$ cat config.mk
export PLATFORM = sky130hd
export DESIGN_NAME = alu_arbiter
export DESIGN_NICKNAME = d
export VERILOG_FILES = /design/src/rtl/alu_arbiter.sv
export SDC_FILE = /design/constraint.sdc
export NUM_CORES = 1
export LEC_CHECK = 0
export BUFFER_PORTS_ARGS = -buffer_cell sky130_fd_sc_hd__buf_2
export CAP_MARGIN = 20
export CORE_ASPECT_RATIO = 0.8
export CORE_UTILIZATION = 40
export CTS_CLUSTER_DIAMETER = 30
export CTS_CLUSTER_SIZE = 10
export DETAILED_ROUTE_END_ITERATION = 8
export GPL_TIMING_DRIVEN = 0
export PLACE_DENSITY = 0.84
export SETUP_SLACK_MARGIN = 0.3
export SYNTH_ARGS = -nofsm -noshare
export SYNTH_HDL_FRONTEND = slang
export SYNTH_SLANG_ARGS = --single-unit
$ cat constraint.sdc
create_clock -name I_clk -period 1.99 [get_ports I_clk]
set_clock_uncertainty 0.1 [all_clocks]
set_input_delay 0.0995 -clock I_clk [delete_from_list [all_inputs] [get_ports I_clk]]
set_output_delay 0.0995 -clock I_clk [all_outputs]
set_load 0.02 [all_outputs]
$ cat src/rtl/alu_arbiter.sv
// ============================================================================
// Module   : alu_arbiter
// Purpose  : Round-robin sharing of one integer ALU between two requesters,
//            with operand capture, busy wait-out and per-port kill.
// Revision : 1.0
// ============================================================================
`default_nettype none

module alu_arbiter #(
    parameter int DW  = 32,
    parameter int OPW = 5
) (
    input  logic           I_clk,
    input  logic           I_reset_n,
    // port A
    input  logic           I_a_req,
    input  logic [OPW-1:0] I_a_op,
    input  logic [DW-1:0]  I_a_s1,
    input  logic [DW-1:0]  I_a_s2,
    input  logic           I_a_kill,
    output logic           O_a_gnt,
    output logic           O_a_valid,
    output logic [DW-1:0]  O_a_data,
    output logic           O_a_lt,
    output logic           O_a_ltu,
    output logic           O_a_eq,
    // port B
    input  logic           I_b_req,
    input  logic [OPW-1:0] I_b_op,
    input  logic [DW-1:0]  I_b_s1,
    input  logic [DW-1:0]  I_b_s2,
    input  logic           I_b_kill,
    output logic           O_b_gnt,
    output logic           O_b_valid,
    output logic [DW-1:0]  O_b_data,
    output logic           O_b_lt,
    output logic           O_b_ltu,
    output logic           O_b_eq,
    // ALU side
    output logic           O_alu_en,
    output logic [OPW-1:0] O_alu_op,
    output logic [DW-1:0]  O_alu_s1,
    output logic [DW-1:0]  O_alu_s2,
    input  logic           I_alu_busy,
    input  logic [DW-1:0]  I_alu_data,
    input  logic           I_alu_lt,
    input  logic           I_alu_ltu,
    input  logic           I_alu_eq,
    output logic           O_idle
);

    typedef enum logic [1:0] {
        S_IDLE  = 2'd0,
        S_ISSUE = 2'd1,
        S_WAIT  = 2'd2
    } state_t;

    state_t         state_q, state_d;
    logic           owner_q, owner_d;   // 0 = A, 1 = B
    logic           rr_q, rr_d;         // 0 = A preferred on contention
    logic           kill_q, kill_d;
    logic [OPW-1:0] op_q, op_d;
    logic [DW-1:0]  s1_q, s1_d;
    logic [DW-1:0]  s2_q, s2_d;

    logic           a_valid_q, b_valid_q;
    logic [DW-1:0]  a_data_q, b_data_q;
    logic           a_lt_q, a_ltu_q, a_eq_q;
    logic           b_lt_q, b_ltu_q, b_eq_q;

    logic w_idle, w_a_eff, w_b_eff, w_gnt_a, w_gnt_b;
    logic w_owner_kill, w_capture, w_drop, w_a_load, w_b_load;

    assign w_idle  = (state_q == S_IDLE);
    assign w_a_eff = I_a_req & ~I_a_kill;
    assign w_b_eff = I_b_req & ~I_b_kill;
    assign w_gnt_a = w_idle & w_a_eff & (~w_b_eff | ~rr_q);
    assign w_gnt_b = w_idle & w_b_eff & (~w_a_eff |  rr_q);

    // A kill arriving in the capture cycle itself must still suppress the result
    assign w_owner_kill = owner_q ? I_b_kill : I_a_kill;
    assign w_capture    = (state_q == S_WAIT) & ~I_alu_busy;
    assign w_drop       = kill_q | w_owner_kill;
    assign w_a_load     = w_capture & ~w_drop & ~owner_q;
    assign w_b_load     = w_capture & ~w_drop &  owner_q;

    always_comb begin
        state_d  = state_q;
        owner_d  = owner_q;
        rr_d     = rr_q;
        kill_d   = kill_q;
        op_d     = op_q;
        s1_d     = s1_q;
        s2_d     = s2_q;
        O_alu_en = 1'b0;
        case (state_q)
            S_IDLE: begin
                kill_d = 1'b0;
                if (w_gnt_a || w_gnt_b) begin
                    owner_d = w_gnt_b;
                    rr_d    = w_gnt_a;
                    op_d    = w_gnt_b ? I_b_op : I_a_op;
                    s1_d    = w_gnt_b ? I_b_s1 : I_a_s1;
                    s2_d    = w_gnt_b ? I_b_s2 : I_a_s2;
                    state_d = S_ISSUE;
                end
            end
            S_ISSUE: begin
                O_alu_en = 1'b1;
                if (w_owner_kill) kill_d = 1'b1;
                state_d = S_WAIT;
            end
            S_WAIT: begin
                if (w_owner_kill) kill_d = 1'b1;
                if (!I_alu_busy) begin
                    kill_d  = 1'b0;
                    state_d = S_IDLE;
                end
            end
            default: state_d = S_IDLE;
        endcase
    end

    always_ff @(posedge I_clk or negedge I_reset_n) begin
        if (!I_reset_n) begin
            state_q <= S_IDLE;
            owner_q <= 1'b0;
            rr_q    <= 1'b0;
            kill_q  <= 1'b0;
            op_q    <= '0;
            s1_q    <= '0;
            s2_q    <= '0;
        end else begin
            state_q <= state_d;
            owner_q <= owner_d;
            rr_q    <= rr_d;
            kill_q  <= kill_d;
            op_q    <= op_d;
            s1_q    <= s1_d;
            s2_q    <= s2_d;
        end
    end

    always_ff @(posedge I_clk or negedge I_reset_n) begin
        if (!I_reset_n) begin
            a_valid_q <= 1'b0;
            b_valid_q <= 1'b0;
            a_data_q  <= '0;
            b_data_q  <= '0;
            a_lt_q    <= 1'b0;
            a_ltu_q   <= 1'b0;
            a_eq_q    <= 1'b0;
            b_lt_q    <= 1'b0;
            b_ltu_q   <= 1'b0;
            b_eq_q    <= 1'b0;
        end else begin
            a_valid_q <= w_a_load;
            b_valid_q <= w_b_load;
            if (w_a_load) begin
                a_data_q <= I_alu_data;
                a_lt_q   <= I_alu_lt;
                a_ltu_q  <= I_alu_ltu;
                a_eq_q   <= I_alu_eq;
            end
            if (w_b_load) begin
                b_data_q <= I_alu_data;
                b_lt_q   <= I_alu_lt;
                b_ltu_q  <= I_alu_ltu;
                b_eq_q   <= I_alu_eq;
            end
        end
    end

    assign O_a_gnt   = w_gnt_a;
    assign O_b_gnt   = w_gnt_b;
    assign O_a_valid = a_valid_q;
    assign O_a_data  = a_data_q;
    assign O_a_lt    = a_lt_q;
    assign O_a_ltu   = a_ltu_q;
    assign O_a_eq    = a_eq_q;
    assign O_b_valid = b_valid_q;
    assign O_b_data  = b_data_q;
    assign O_b_lt    = b_lt_q;
    assign O_b_ltu   = b_ltu_q;
    assign O_b_eq    = b_eq_q;
    assign O_alu_op  = op_q;
    assign O_alu_s1  = s1_q;
    assign O_alu_s2  = s2_q;
    assign O_idle    = w_idle;

endmodule

`default_nettype wire

==> impl_metrics.json, run 1 <==
{
  "violations": "negative setup slack",
  "synthesis.instances": 594,
  "tns_ps": -9553,
  "finalHoldWorstSlack_ps": 22.69,
  "vias_per_cell": 6.286,
  "hold_viol_final": 0,
  "start_util": 0.4139,
  "grt_use_met3": 0.1342,
  "dr.pass1.iters": 6,
  "finalPower_mw": 21.21,
  "critPathKind": "flip-flop to flip-flop",
  "pre_cts_ws_ps": -816.3,
  "io_buffers": 324,
  "grt-busiest-layer": "met2",
  "path_clk_slew_ps": 70,
  "fp.dieH_um": 119.8,
  "max_slew_margin": 0.1944,
  "dieArea_mm2": 0.01788,
  "first_global_vias": 9091,
  "clockBufferDepth": 2,
  "rsz0062_at_grt": "true",
  "seq_area_frac_synth": 0.5266,
  "worstSetupStartpointType": "flip-flop",
  "r2r_setup_slack_ps": -180,
  "placed_cells": 1139,
  "die_w_um": 149.2,
  "routed_wirelength_um": 40560,
  "fmax_mhz": 461.2,
  "outcome": "finished, violations left",
  "setup_slack_ps": -178.1,
  "stdcell_count": 1407,
  "hp-class": "primary input to flip-flop",
  "p_leak_nw": 6.383,
  "coreArea_mm2": 0.01676,
  "placed_area_mm2": 0.008887,
  "critPathRequiredTime_ps": 2200,
  "wire_per_inst_um": 28.83,
  "postRouteAntennaNets": 0,
  "min_period_over_period": 1.090,
  "powerDensity_mw_per_mm2": 1451,
  "clock_sinks": 146,
  "synthTopCellsByArea": "dfrtp_1 53%, a2111oi_0 8.7%, a211oi_1 7.6%, mux2_2 6.8%, mux2_4 6.3%",
  "overflow": 0,
  "period_minus_slack_ps": 2168,
  "hpwl_um": 16510,
  "slew_viol_final": 0,
  "min-delay-start": "I_a_kill",
  "cp.arrival_ps": 2370,
  "worstSkewPairLatency_ps": 420,
  "cts_buffers": 17,
  "r2r-end": "O_b_data[27]$_DFFE_PN0P_",
  "postSynthAreaPerCell_um2": 11.68,
  "num_vias": 8845,
  "hold_path_end": "kill_q$_DFFE_PN0P_",
  "synthesis.area_mm2": 0.006938,
  "ios": 325,
  "grt_pass1_wl_um": 53550,
  "drt-initial-drc-count": 833,
  "path_max_fanout": 10,
  "synth_top_area_share": 0.5266,
  "final_util": 0.8721,
  "final_nets": 1354,
  "drc": 0,
  "gp_congestion": 0.8777,
  "tightest_slew_ps": 1208,
  "ys_warn_count": 0,
  "yosysTopAreaCell": "dfrtp_1",
  "ir_drop_uv": 931.9,
  "synth_fp_nets": 778,
  "yosys_register_bits": 146,
  "worst_setup_path_end_kind": "flip-flop",
  "use_met2": 0.6648,
  "whs_path_depth": 4,
  "root_buffer": "clkbuf_16",
  "syn2layout_area_growth_pct": 110.7,
  "gr-usage-met1": 0.4389,
  "grt_use_total": 0.4052,
  "max-cap-violations": 0,
  "rows": 42,
  "fin_area_mm2": 0.01462,
  "layout-drive-gt1-share": 0.6247,
  "grt_max_degree": 92,
  "cts_tree": "yes",
  "yosysUniqueCellTypes": 28,
  "cts.htree.levels": 4,
  "reg2reg_depth": 6,
  "finalSetupViolCount": 84,
  "rr_startpoint": "state_q[1]$_DFFE_PN0P_",
  "antenna_found_initial": 4
}
==> flip-flops by register name, summed over array words and instances, names as in the netlist, 2 cells and up <==
signal / count
O_a_data: 32
O_alu_op: 5
O_alu_s1: 32
O_alu_s2: 32
O_b_data: 32
state_q: 2
==> area by class of cell <==
class                   instances  area [µm²]
clock inverters                15       165.2
fillers                       674        2145
clock buffers                  17       425.4
inverters                      74       280.3
flip-flops and latches        146        3654
diodes                          4       10.01
multi-input cells             303        4821
repair buffers                559        4205
well taps                     220       275.3
plain buffers                  69       783.3
==> synthesized netlist by cell type, drive strengths merged <==
library cell / instances
nand2b: 2
buf: 9
dfrtp: 146
nor3b: 1
o22a: 2
inv: 74
o2bb2ai: 1
nor2b: 1
nand2: 1
a21o: 2
mux2i: 1
a2111oi: 69
clkbuf: 62
a31oi: 1
ha: 4
a21oi: 1
o21a: 1
mux2: 71
nor4: 69
a211oi: 70
nor2: 2
and2: 1
or3b: 2
or3: 1
==> worst max-delay path, cell delays in order (launching register included) <==
cell     delay [ps]
dfrtp_1         430
ha_1            180
or3b_1          350
or3b_1          370
buf_6           170
buf_12          160
mux2_4          300
==> how the worst max path moves through the flow <==
| stage | from | slack (ps) | endpoint |
|---|---|---|---|
| after floorplan | state_q[0]$_DFFE_PN0P_ | -120 | O_b_data[10]$_DFFE_PN0P_ |
| final | state_q[1]$_DFFE_PN0P_ | -180 | O_b_data[27]$_DFFE_PN0P_ |
| after detailed placement | state_q[0]$_DFFE_PN0P_ | -820 | O_alu_s2[28]$_DFFE_PN0P_ |
| after global placement | I_reset_n | -1420 | O_alu_op[4]$_DFFE_PN0P_ |
| after global routing | state_q[0]$_DFFE_PN0P_ | -210 | O_b_data[5]$_DFFE_PN0P_ |
| after CTS | state_q[0]$_DFFE_PN0P_ | -190 | O_b_data[5]$_DFFE_PN0P_ |
==> placed cells by master (no fill, tap or decap), drive strengths merged, types with 2 or more instances in the layout <==
cell         count
clkbuf          82
diode            4
nor2             2
a211oi          70
clkinv           5
nand2b           2
nor4            69
mux2            71
or3b             2
a21o             2
o22a             2
a2111oi         69
dlygate4sd3    174
inv             82
buf            389
ha               4
dfrtp          146
==> power by group <==
part	switching (mW)	total [mW]	internal, mW
logic	7.20	12.5	5.33
clock network	1.56	3.35	1.79
registers	1.02	5.33	4.32
total	9.77	21.2	11.4
==> layer usage <==
layer | vias up | part of all wire
met5 | - | 0
met4 | 0 | 0.090
met2 | 815 | 0.46
met3 | 332 | 0.11
met1 | 4286 | 0.35
li1 | 3412 | -
==> logic make-up (layout without fill, tap and decap cells) <==
group | Yosys count | after routing | share of synthesized area
mux | 72 | 72 | 0.1324
fa+ha+maj | 4 | 4 | 0.007214
buf+inv | 145 | 734 | 0.09017
other cells | 0 | 4 | 0
flops | 146 | 146 | 0.5266
compound gates | 147 | 147 | 0.1717
simple gates | 80 | 80 | 0.07196
==> what timing repair did <==
| item | in CTS | in global routing |
|---|---|---|
| gates resized for setup | 431 | 98 |
| cloned | 16 | 1 |
| setup buffers | 28 | 10 |
| endpoints found under the hold margin | 195 | 0 |
| setup endpoints to repair | 145 | 146 |
| pin swaps | 105 | 42 |
| hold buffers | 174 | 0 |
No activity file was read; power rests on OpenSTA's default activity.
==> inputs of run 2 (changes only) <==
--- a/config.mk
+++ b/config.mk
@@ -8,13 +8,14 @@
 export BUFFER_PORTS_ARGS = -buffer_cell sky130_fd_sc_hd__buf_2
 export CAP_MARGIN = 20
 export CORE_ASPECT_RATIO = 0.8
-export CORE_UTILIZATION = 40
+export CORE_UTILIZATION = 30
 export CTS_CLUSTER_DIAMETER = 30
 export CTS_CLUSTER_SIZE = 10
 export DETAILED_ROUTE_END_ITERATION = 8
 export GPL_TIMING_DRIVEN = 0
-export PLACE_DENSITY = 0.84
+export PLACE_DENSITY = 0.69
 export SETUP_SLACK_MARGIN = 0.3
+export SLEW_MARGIN = 40
 export SYNTH_ARGS = -nofsm -noshare
 export SYNTH_HDL_FRONTEND = slang
 export SYNTH_SLANG_ARGS = --single-unit
==> run 2 against run 1 <==
The run still ends with negative setup slack left; die area rose by 33%; critical path depth rose by 1; clock-buffer cell count did not move; first-iteration DRC count fell by 51%; via count fell by 12%; global-route usage fell by 14 points; largest power group unchanged.
==> impl_metrics.json, run 2 (synthesized netlist as in run 1, its figures left out) <==
{
  "outcome": "finished, violations left",
  "violations": "negative setup slack",
  "fin_area_mm2": 0.01448,
  "fp.dieH_um": 138.0,
  "first_global_vias": 8688,
  "timing.critical_path.buf_inv": 3,
  "max-cap-violations": 0,
  "drc": 0,
  "slowest_delay_ps": 390,
  "whs_path_depth": 4,
  "rsz0062_at_grt": "true",
  "worst_setup_path_end_kind": "flip-flop",
  "powerDensity_mw_per_mm2": 1380,
  "dieArea_mm2": 0.02374,
  "critPathKind": "flip-flop to flip-flop",
  "coreArea_mm2": 0.02256,
  "rr_startpoint": "state_q[0]$_DFFE_PN0P_",
  "grt_use_total": 0.2701,
  "min-delay-start": "I_b_kill",
  "clockBufferDepth": 2,
  "r2r-end": "O_b_data[5]$_DFFE_PN0P_",
  "final_common_cell": "buf_2",
  "placed_area_mm2": 0.009026,
  "hpwl_um": 17220,
  "cp_common_cell": "or3b_4",
  "vias_per_cell": 5.244,
  "layout-drive-gt1-share": 0.6329,
  "syn2layout_area_growth_pct": 108.7,
  "ir_drop_uv": 782.6,
  "overflow": 0,
  "die_w_um": 172.0,
  "hold_path_end": "kill_q$_DFFE_PN0P_",
  "postRouteAntennaNets": 0,
  "cts_tree": "yes",
  "placed_cells": 1226,
  "ios": 325,
  "cts.htree.levels": 4,
  "critPathSlowestCell": "dfrtp_1",
  "worstSkewPairLatency_ps": 420,
  "io_buffers": 324,
  "routed_wirelength_um": 32250,
  "critPathTopFamily": "simple AND/OR/NAND/NOR gates",
  "drt-initial-drc-count": 412,
  "start_util": 0.3075,
  "grt_pass1_wl_um": 49070,
  "p_leak_nw": 6.321,
  "final_nets": 1345,
  "grt_max_degree": 65,
  "num_vias": 7782,
  "period_minus_slack_ps": 2163,
  "gp_congestion": 0.7938,
  "reg2reg_depth": 7,
  "path_clk_slew_ps": 60,
  "cts_buffers": 17,
  "clock_sinks": 146,
  "fillers": 1622,
  "dr.pass1.iters": 4,
  "finalHoldWorstSlack_ps": 13.66,
  "finalSetupViolCount": 76,
  "rows": 49,
  "tns_ps": -8319,
  "root_buffer": "clkbuf_16",
  "hp-class": "primary input to flip-flop",
  "worstSetupStartpointType": "flip-flop",
  "path_max_fanout": 10,
  "antenna_found_initial": 3,
  "setup_slack_ps": -172.7,
  "cp.arrival_ps": 2360,
  "stdcell_count": 1484,
  "wire_per_inst_um": 21.73,
  "final_cell_mix": "321 x buf_2, 174 x dlygate4sd3_1, 145 x dfrtp_1, 72 x inv_1, 64 x a211oi_2",
  "r2r_setup_slack_ps": -170,
  "min_period_over_period": 1.087,
  "slew_viol_final": 0,
  "critPathRequiredTime_ps": 2190,
  "hold_viol_final": 0,
  "tightest_slew_ps": 1034,
  "fmax_mhz": 462.4,
  "max_slew_margin": 0.3105,
  "crit_chain": "inv_2, ha_4, or3b_4, or3b_4, buf_8, buf_12, mux2_4"
}
==> run 2: changes by cell type in the layout (fill, tap and decap cells not counted), sizes merged <==
| cell | change |
|---|---|
| buf | -12 |
| clkinv | -1 |
| clkinvlp | +1 |
| clkbuf | +3 |
==> run 2: stage by stage <==
| stage | total power [mW] | utilization | setup slack (ps) |
|---|---|---|---|
| after global placement | 11.74 | 0.3972 | -1550 |
| after floorplan | 9.250 | - | -123.7 |
| after CTS | 19.07 | 0.6215 | -224.5 |
| after detailed placement | 11.87 | 0.4001 | -812.4 |
| after global routing | 20.86 | 0.6416 | -219.4 |
| final | 19.97 | 0.6416 | -172.7 |
==> run 2: area by class of cell <==
cell class,instances,area [µm²],area share
Timing Repair Buffer,548,4070,0.2812
Clock buffer,17,425.4,0.02939
Buffer,71,822.0,0.05678
Multi-Input combinational cell,303,4681,0.3233
Sequential cell,146,3655,0.2525
Clock inverter,15,147.6,0.01020
Tap cell,306,382.9,0.02645
Inverter,74,282.8,0.01953
Antenna cell,4,10.01,0.0006914
==> run 2: power by group <==
| group | internal [mW] | switching [mW] | leakage (nW) |
|---|---|---|---|
| sequential | 4.32 | 0.827 | 1.73 |
| combinational | 5.13 | 6.47 | 4.31 |
| clock | 1.76 | 1.46 | 0.279 |
| total | 11.2 | 8.76 | 6.32 |
==> run 2: repair_timing <==
item | 4_1_cts | 5_1_grt
endpoints found under the setup margin | 146 | 147
resized for setup | 444 | 67
buffers inserted | 30 | 3
hold endpoints to repair | 221 | 0
gates cloned | 13 | 2
hold buffers | 174 | 0
pin swaps | 91 | 23
==> run 2: worst max-delay path by stage <==
stage | end | slack, ps | startpoint | cells past startpoint
global placement | O_alu_op[4]$_DFFE_PN0P_ | -1550 | I_reset_n | 1
global route | O_b_data[5]$_DFFE_PN0P_ | -220 | state_q[0]$_DFFE_PN0P_ | 7
detailed placement | O_alu_s2[25]$_DFFE_PN0P_ | -810 | state_q[0]$_DFFE_PN0P_ | 8
CTS | O_b_data[18]$_DFFE_PN0P_ | -220 | state_q[0]$_DFFE_PN0P_ | 7
finish | O_b_data[5]$_DFFE_PN0P_ | -170 | state_q[0]$_DFFE_PN0P_ | 7
floorplan | O_b_data[10]$_DFFE_PN0P_ | -120 | state_q[0]$_DFFE_PN0P_ | 7
==> run 2: worst reg2reg max path, cell delays in order (launching register included) <==
cell	delay [ps]
dfrtp_1	390
inv_2	80
ha_4	120
or3b_4	370
or3b_4	390
buf_8	150
buf_12	150
mux2_4	300
==> run 2: layer usage <==
layer  part of all wire  vias up  wire length, µm  track usage
met3              0.054      120             1749      0.05754
met1               0.39     3894            12640       0.3113
li1                   -     3403                -            -
met4              0.050        0             1628       0.1518
met2               0.50      365            16230       0.4616
met5                  0        -                0            0
==> inputs of run 3 (changes only) <==
--- a/config.mk
+++ b/config.mk
@@ -8,12 +8,12 @@
 export BUFFER_PORTS_ARGS = -buffer_cell sky130_fd_sc_hd__buf_2
 export CAP_MARGIN = 20
 export CORE_ASPECT_RATIO = 0.8
-export CORE_UTILIZATION = 30
+export CORE_UTILIZATION = 42
 export CTS_CLUSTER_DIAMETER = 30
 export CTS_CLUSTER_SIZE = 10
 export DETAILED_ROUTE_END_ITERATION = 8
 export GPL_TIMING_DRIVEN = 0
-export PLACE_DENSITY = 0.69
+export PLACE_DENSITY = 0.87
 export SETUP_SLACK_MARGIN = 0.3
 export SLEW_MARGIN = 40
 export SYNTH_ARGS = -nofsm -noshare
==> run 3 against run 2 <==
The run still ends with negative setup slack left; hold slack worse by 2.2 ps; first-iteration DRC count up 110%; maximum frequency down 2.8%; sequential share of layout area down 0.24 points; global-route usage up 10 points; wire length up 25%.
==> impl_metrics.json, run 3 (synthesized netlist as in run 1, its figures left out) <==
{
  "outcome": "finished, violations left",
  "violations": "negative setup slack",
  "worst_setup_path_end_kind": "flip-flop",
  "clock_power_share": 0.149,
  "p_switching_mw": 9.861,
  "rsz0062_at_grt": "true",
  "syn2layout_area_growth_pct": 110.6,
  "grt_max_degree": 76,
  "vias_per_cell": 6.296,
  "path_clk_slew_ps": 70,
  "grt_pass1_wl_um": 47870,
  "grt_use_total": 0.3703,
  "clockBufferDepth": 2,
  "hold_viol_final": 0,
  "setup_slack_ps": -235.3,
  "crit_chain": "buf_4, ha_4, or3b_1, or3b_1, buf_6, buf_12, mux2_4",
  "critPathRequiredTime_ps": 2200,
  "max_slew_margin": 0.2518,
  "fmax_mhz": 449.4,
  "final_nets": 1361,
  "tightest_slew_ps": 1122,
  "wire_per_inst_um": 28.70,
  "r2r-end": "O_b_data[7]$_DFFE_PN0P_",
  "final_common_cell": "buf_2",
  "worstSkewPairLatency_ps": 420,
  "drc": 0,
  "dr.pass1.iters": 5,
  "ios": 325,
  "num_vias": 8877,
  "cp_common_cell": "or3b_1",
  "overflow": 0,
  "rows": 41,
  "max-cap-violations": 0,
  "p_leak_nw": 6.383,
  "swShare": 0.4620,
  "coreArea_mm2": 0.01595,
  "final_cell_mix": "321 x buf_2, 174 x dlygate4sd3_1, 146 x dfrtp_1, 71 x inv_1, 58 x a211oi_2",
  "finalPower_mw": 21.34,
  "powerDensity_mw_per_mm2": 1461,
  "period_minus_slack_ps": 2225,
  "slew_viol_final": 0,
  "root_buffer": "clkbuf_16",
  "p_seq_frac": 0.250,
  "routed_wirelength_um": 40470,
  "fp.dieH_um": 117.0,
  "path_max_fanout": 10,
  "critPathKind": "flip-flop to flip-flop",
  "r2r_setup_slack_ps": -240,
  "gp_congestion": 0.8767,
  "layout-drive-gt1-share": 0.6319,
  "ir_drop_uv": 992.4,
  "comb_power_share": 0.601,
  "cts_tree": "yes",
  "worstSetupStartpointType": "flip-flop",
  "antenna_found_initial": 6,
  "internal_power_mw": 11.48,
  "slowest_delay_ps": 390,
  "postRouteAntennaNets": 0,
  "critPathSlowestCell": "dfrtp_1",
  "hp-class": "primary input to flip-flop",
  "drt-initial-drc-count": 880,
  "critPathCapture": "O_b_data[7]$_DFFE_PN0P_",
  "start_util": 0.4349,
  "finalSetupViolCount": 109,
  "die_w_um": 145.7,
  "cts_buffers": 17,
  "cp.arrival_ps": 2440,
  "cts.htree.levels": 4,
  "startpoint": "state_q[1]$_DFFE_PN0P_",
  "reg2reg_depth": 7,
  "hpwl_um": 16480,
  "min_period_over_period": 1.118,
  "io_buffers": 324,
  "final_util": 0.9159,
  "dieArea_mm2": 0.01704,
  "clock_sinks": 146,
  "rr_startpoint": "state_q[1]$_DFFE_PN0P_",
  "first_global_vias": 8550
}
[run 3: cell types whose count changed in the layout (fill, tap and decap cells not counted), moves of 5 or more]
| cell | before | now |
|---|---|---|
| a2111oi_2 | 34 | 24 |
| a2111oi_4 | 34 | 39 |
| a211oi_2 | 64 | 58 |
| buf_12 | 8 | 17 |
| buf_6 | 15 | 35 |
| clkbuf_16 | 39 | 32 |
| clkbuf_8 | 7 | 1 |
| nor4_2 | 19 | 12 |
| nor4_4 | 39 | 48 |
[run 3: power groups by stage]
stage          combinational, mW  clock [mW]  sequential [mW]
6_report                    12.8        3.17             5.34
5_1_grt                     13.1        3.30             5.43
4_1_cts                     9.08        3.14             5.04
3_5_place_dp                6.79           0             5.06
3_3_place_gp                6.62           0             4.99
2_1_floorplan               2.62           0             6.63
[run 3: worst max-delay path: cells and delay by family, from the launching register on]
family | cells | cell delay [ps]
adders and majority gates | 1 | 110
DFF | 1 | 390
muxes | 1 | 310
buffers and inverters | 3 | 470
and+or+nand+nor | 2 | 720
[run 3: layout make-up]
class                      instances  area, µm²
multi-input combinational        303       4795
timing repair buffer             564       4228
sequential                       146       3654
fill                             576       1343
buffer                            71      802.0
clock buffer                      17      425.4
inverter                          74      282.8
tap                              215      269.0
clock inverter                    15      143.9
antenna                            5      12.51
[run 3: worst min path at each step]
stage,startpoint,end,slack (ps),cells past startpoint
CTS,I_b_kill,kill_q$_DFFE_PN0P_,0.8,4
global route,I_b_kill,kill_q$_DFFE_PN0P_,30,4
detailed placement,I_reset_n,O_alu_s1[10]$_DFFE_PN0P_,5,1
floorplan,I_reset_n,O_a_data[0]$_DFFE_PN0P_,-300,0
finish,I_b_kill,kill_q$_DFFE_PN0P_,10,4
global placement,I_alu_data[3],O_b_data[3]$_DFFE_PN0P_,240,2
[run 3: what timing repair did]
item	4_1_cts	5_1_grt
gates resized for setup	265	318
endpoints found under the hold margin	213	3
hold buffers	171	3
pin swaps	25	87
buffers inserted	20	34
setup endpoints to repair	146	146
cloned	5	5
[run 3: per-stage QoR]
| step | instance area [µm²] | worst slack [ps] | hold slack, ps | std cells | setup TNS, ps |
|---|---|---|---|---|---|
| 3_3_place_gp | 8847 | -1400 | 243.7 | 1133 | -241540 |
| 5_1_grt | 14610 | -287.2 | 27.78 | 1410 | -19260 |
| 2_1_floorplan | 6957 | -123.7 | -296.1 | 594 | -4919 |
| 6_report | 14610 | -235.3 | 11.49 | 1410 | -14910 |
| 3_5_place_dp | 8885 | -699.5 | 5.055 | 1134 | -44130 |
| 4_1_cts | 12590 | -216.5 | 0.8145 | 1362 | -10390 |
[run 3: metal layers]
| metal | up-vias | part of all wire | track usage |
|---|---|---|---|
| met4 | 2 | 0.089 | 0.2456 |
| met2 | 812 | 0.49 | 0.6230 |
| li1 | 3445 | - | - |
| met1 | 4286 | 0.33 | 0.4199 |
| met5 | - | 0.00032 | 0 |
| met3 | 332 | 0.092 | 0.1074 |
